$ cat config.mk
export PLATFORM = sky130hd
export DESIGN_NAME = message_block_collector
export DESIGN_NICKNAME = d
export VERILOG_FILES = /design/src/rtl/message_block_collector.sv
export SDC_FILE = /design/constraint.sdc
export NUM_CORES = 1
export LEC_CHECK = 0
export ABC_AREA = 1
export CORE_ASPECT_RATIO = 1.4
export CORE_UTILIZATION = 39
export CTS_BUF_LIST = sky130_fd_sc_hd__clkbuf_4
export DETAILED_ROUTE_END_ITERATION = 8
export PLACE_DENSITY = 0.66
export SLEW_MARGIN = 20
export SYNTH_ARGS = -nofsm -noshare
export SYNTH_HDL_FRONTEND = slang
export SYNTH_SLANG_ARGS = --single-unit
$ cat constraint.sdc
create_clock -name clk -period 1.7 [get_ports clk]
set_input_delay 0.425 -clock clk [delete_from_list [all_inputs] [get_ports clk]]
set_output_delay 0.425 -clock clk [all_outputs]
set_load 0.005 [all_outputs]
$ cat src/rtl/message_block_collector.sv
// message_block_collector: assembles a WORD_SIZE*TOTAL_WORDS message block from WORDS_PER_BEAT-word beats
//   clk           rising-edge clock
//   reset         asynchronous active-low reset
//   start/ready   beat valid/ready handshake; data_in holds the beat, MS word is the earliest word
//   last          final beat of a short block (used only with MESSAGE_BLOCK_COLLECTOR_ZERO_FILL_EN)
//   ack           consumer has taken the block, reopens collection
//   clear         synchronous abort, empties the block
//   message       assembled block, word 0 at the MSBs
//   message_valid block complete and held stable
//   beat_count    beats stored in the current block
//   Define MESSAGE_BLOCK_COLLECTOR_ZERO_FILL_EN to let `last` zero-fill and close a short block.
module message_block_collector #(
  parameter int WORD_SIZE = 32,
  parameter int WORDS_PER_BEAT = 2,
  parameter int TOTAL_WORDS = 16,
  localparam int BEAT_W = WORD_SIZE * WORDS_PER_BEAT,
  localparam int BEATS = TOTAL_WORDS / WORDS_PER_BEAT,
  localparam int CNT_W = $clog2(BEATS + 1),
  localparam int MSG_W = WORD_SIZE * TOTAL_WORDS
) (
  input  logic              clk,
  input  logic              reset,
  input  logic              start,
  input  logic [BEAT_W-1:0] data_in,
  input  logic              last,
  input  logic              ack,
  input  logic              clear,
  output logic              ready,
  output logic [MSG_W-1:0]  message,
  output logic              message_valid,
  output logic [CNT_W-1:0]  beat_count
);
  typedef enum logic {COLLECT, FULL} state_t;
  localparam logic [CNT_W-1:0] FULL_CNT = CNT_W'(BEATS);
  state_t state, state_n;
  logic [MSG_W-1:0] msg_n;
  logic [CNT_W-1:0] cnt_n;
`ifndef MESSAGE_BLOCK_COLLECTOR_ZERO_FILL_EN
  logic unused_last;
  assign unused_last = last;
`endif
  assign message_valid = state == FULL;
  assign ready = !message_valid;
  // clear beats ack beats start; in FULL a concurrent start is left for the source to hold
  always_comb begin
    state_n = state;
    msg_n = message;
    cnt_n = beat_count;
    if (clear) begin
      state_n = COLLECT;
      msg_n = '0;
      cnt_n = '0;
    end else if (state == FULL) begin
      if (ack) begin
        state_n = COLLECT;
        cnt_n = '0;
      end
    end else if (start) begin
      msg_n[MSG_W-1-int'(beat_count)*BEAT_W -: BEAT_W] = data_in;
      cnt_n = beat_count + 1'b1;
`ifdef MESSAGE_BLOCK_COLLECTOR_ZERO_FILL_EN
      if (last) begin
        for (int b = 0; b < BEATS; b++)
          if (b > int'(beat_count)) msg_n[MSG_W-1-b*BEAT_W -: BEAT_W] = '0;
        cnt_n = FULL_CNT;
      end
`endif
      state_n = cnt_n == FULL_CNT ? FULL : COLLECT;
    end
  end
  always_ff @(posedge clk or negedge reset) begin
    if (!reset) begin
      state <= COLLECT;
      message <= '0;
      beat_count <= '0;
    end else begin
      state <= state_n;
      message <= msg_n;
      beat_count <= cnt_n;
    end
  end
endmodule

Yosys cells after proc, flatten, opt, wreduce, memory -nomap -nowiden. Cells that the tools add are included.

Flip-flop bits (word level): 517. Output and inout port bits: 518. Word-level logic and storage cells: 29.

Shifts and indexed selects: 2. Add/subtract/negate cells: 3. Reduce and logical (&&, ||, !) cells: 5. Equality and inequality tests: 3. Muxes and demuxes: 13.

Operators by type and width (number): $mux 512 (3); $shift 64x33->575 const A (1); $shiftx 64x33->575 (1); $bwmux 512 (1); $neg 11->33 (1); $mux 4 (4); $sub 9x10->11 const A (1); $mux 1 (5); $add 4x1->4 const B (1); $eq 4x4->1 const B (1); $reduce_and 2->1 (2); $ne 3x3->1 const B (1); $reduce_bool 3->1 (1); $ne 2x2->1 const B (1); $reduce_bool 2->1 (1); $logic_not 1->1 (1).

Longest topological paths before layout.
Word-level depth: 7. Mapped depth: 10.

Worst setup path after synthesis. No wires, ideal clock.

Kind: register to register. Start: register beat_count[1]. End: register message[436]. Arrival time: 1.429 ns. Setup slack: 0.153 ns. Cell stages (with the launch flop): 10. Period minus slack after synthesis: 1.547 ns. Buffers on the path: 3. Setup time: 0.118 ns. Path through: dfrtp_1 > buf_4 > clkinv_2 > nand3_1 > nor2_4 > nand2_1 > buf_2 > buf_4 > nand3_1 > nand2_1.

Longest elaborated chain between the ends: 7.

RTL lines: start, declared (RTL line 31) `output logic [CNT_W-1:0] beat_count`; start signal, assigned (RTL line 79) `beat_count <= cnt_n;`; $sub 9x10->11 * (RTL line 59) `msg_n[MSG_W-1-int'(beat_count)*BEAT_W -: BEAT_W] = data_in;`; $neg 11->33 * (RTL line 59); $shiftx 64x33->575 or $shift 64x33->575 (tied branches) (RTL line 59); $bwmux 512 * (RTL line 59); $mux 512 * (RTL line 58) `end else if (start) begin`; $mux 512 * (RTL line 53) `end else if (state == FULL) begin`; $mux 512 * (RTL line 49) `if (clear) begin`; end signal, assigned (RTL line 78) `message <= msg_n;`; end, declared (RTL line 29) `output logic [MSG_W-1:0] message,`.

Every way passes the cells marked *; elsewhere a longest branch is shown, timed or not. The select of a mux whose other input is x is not followed. A chain may end at the register's enable or synchronous reset.

Final worst setup path.
Start: register beat_count[1]. End: output beat_count[1].

No word-level cell between the ends.

==> results.toml <==
[yosys]
syn_inst = 2924
synth_cell_types = 23
ys.warnings.count = 0
synth_area_mm2 = 0.0233
synth_top_area_frac = 0.555
yosys_register_bits = 517
syn_nets = 2996
synth.avg_cell_area_um2 = 7.97
synthTopCellsByArea = "dfrtp_1 55%, nand3_1 16%, nand2_1 15%"
ys_seq_area_frac = 0.555
synth_top_area_cell = "dfrtp_1"

[outcome]
status = "finished with violations"
violations = "setup timing"

[cts]
htreeDepth = 4
tritoncts = "done"
clkLatencyLatePin_ps = 920
cts_root_buf = "clkbuf_4"
cts_buffers = 135
cts.path.max_buffers = 3
clock_sinks = 517
clkTransAtPathRegs_ps = 80

[worst_setup_path]
rr_worst_depth = 10
start_kind = "flop"
path_delay_family = "flip-flops"
crit_start = "beat_count[1]"
critPathCaptureType = "primary output"
r2r-end = "message[445]"
critPathMaxFanout = 2
rrSetupSlack_ps = -80
path_common_cell = "buf_6"
cp.required_ps = 1270
critical_path_class = "reg -> out"
r2r-start = "beat_count[1]"
worstPathArrival_ps = 1630
crit_slowest_cell = "dfrtp_4"
critical_path.cell_chain = "buf_6 > buf_6"
crit_buf_inv = 2
max_stage_delay_ps = 480

[sta]
final.setup.worst_slack_ps = -354
setup_violations = 674
post-route-min-period_ps = 2050
worstMarginPinSlew_ps = 995
whs_ps = 146
skew_ps = 62.9
fin_crit_sh = 1.21
drv_slew = 0
relSlewSlack = 0.335
max_freq_mhz = 487
hold_viol_final = 0
grt_setup_unrepaired = "yes"

[routing]
wl_um = 118000
route.vias.total = 26800
first_pass_iters = 6
wl_per_cell_um = 24.2
final_antenna_net_count = 0
first_iter_violations = 3001
drcViolationCount = 0
viasPerCell = 5.48

[run]
cap_violations = 0

[global_route]
grt_pass1_vias = 23900
grt_pass1_wl_um = 148000
grt_max_degree = 69
grt_util_met3 = 0.0801
antenna_found_initial = 4
grt.busiest_layer = "met2"
track_usage = 0.324
grt_overflow = 0
met2_usage = 0.526
use_met1 = 0.378

[die]
pin_count = 588
core_area_mm2 = 0.0589
die_w_um = 209
die_area_mm2 = 0.0608
rows = 105
die_y_um = 291
start_util = 0.396

[placed_design]
portBuffers = 586
gp_congestion = 0.897
dp_cells = 4235
dpl.hpwl_um = 68000

[pwr]
ir_drop_mv = 0.506
leakagePower_nw = 21.9
powerDensity_mw_per_mm2 = 749

[worst_hold_path]
hp-class = "in -> async"

[finish]
seqCellArea_mm2 = 0.0129
multiInputGateArea_mm2 = 0.00995
layout.nets = 4119
layoutNonFillerInstCount = 4893
synthToLayoutAreaGrowth_pct = 60.4
drive_above_1_share = 0.389
nFillCells = 4969
-- worst register-to-register path: stages, from the launching register on --
cell and delay (ps):
dfrtp_4 480, buf_4 200, clkinv_8 110, nand3_2 100, nor2_4 170, nand2_8 140, inv_12 120, buf_12 130
buf_16 130, nand2_1 60, nand2_1 60
-- worst max path at each step --
stage                                to  slack [ps]  depth (start not counted)
after floorplan            message[436]         150                          9
after global placement      message[25]        -380                          9
after detailed placement    message[25]        -400                          9
after CTS                 beat_count[1]        -420                          2
after global routing      beat_count[1]        -410                          2
final                     beat_count[1]        -350                          2
-- cell usage after synthesis, drive strengths merged --
master and n:
a21oi 1, buf 174, clkbuf 61, clkinv 1, dfrtp 517, ha 2
inv 150, nand2 903, nand3 728, nand4 24, nor2 312, nor3 1
o21ai 50
-- metrics by stage --
| step | setup TNS [ps] | util | setup WS [ps] | power [mW] | instance area [um^2] |
|---|---|---|---|---|---|
| floorplan | 0 | - | 153 | 14.1 | 23300 |
| CTS | -122110 | 0.559 | -421 | 27.3 | 32900 |
| global route | -134570 | 0.636 | -410 | 29.0 | 37400 |
| finish | -84080 | 0.636 | -354 | 28.0 | 37400 |
| detailed placement | -162170 | 0.538 | -395 | 16.2 | 31700 |
| global placement | -158310 | 0.538 | -382 | 16.2 | 31700 |
-- registers in the layout (all words and copies together), names as in the netlist --
name and count:
beat_count 4, message 512, message_valid 1
-- layer usage --
metal,vias up,part of all wire
met4,0,0.079
met3,456,0.10
met1,12800,0.35
met2,1823,0.47
li1,11700,-
met5,-,0
-- power breakdown --
| part | internal [mW] | leakage [nW] | switching (mW) |
|---|---|---|---|
| Combinational | 1.72 | 13.7 | 2.53 |
| Sequential | 12.5 | 7.17 | 0.144 |
| Clock | 5.50 | 0.993 | 5.62 |
| Total | 19.7 | 21.9 | 8.30 |
-- cells in the final DEF (no fill, tap or decap), types with 22 or more instances in the layout --
cell type and n:
clkinv_1 22, buf_6 149, buf_2 404, nand2_2 66, nor2_1 291, inv_1 139, clkdlybuf4s50_1 67, buf_4 428
nand2_4 43, nand3_2 72, clkbuf_16 53, nand3_1 646, o21ai_1 28, clkbuf_4 185, buf_12 94, nand4_1 23
dfrtp_1 513, nand2_1 787
-- logic make-up after synthesis --
group	after synthesis	share of synthesized area
simple gates	1968	0.360
fa+ha+maj	2	0.00107
flops	517	0.555
buf+inv	386	0.0716
compound gates	51	0.0126
-- layout make-up --
class | instances | area share
diodes | 7 | 0.000468
clock inverters | 42 | 0.00706
flip-flops and latches | 517 | 0.346
repair buffers | 1219 | 0.301
well taps | 749 | 0.0251
inverters | 151 | 0.0170
multi-input cells | 2023 | 0.266
clock buffers | 185 | 0.0371
-- timing repair --
| item | CTS | global route |
|---|---|---|
| endpoints found under the hold margin | 517 | 0 |
| cloned | 5 | 82 |
| buffers inserted | 175 | 164 |
| hold buffers | 2 | 0 |
| pin swaps | 5 | 85 |
| setup endpoints to repair | 566 | 1005 |
| resized for setup | 2213 | 384 |
Note: power is estimated with default switching activity, not from simulation.
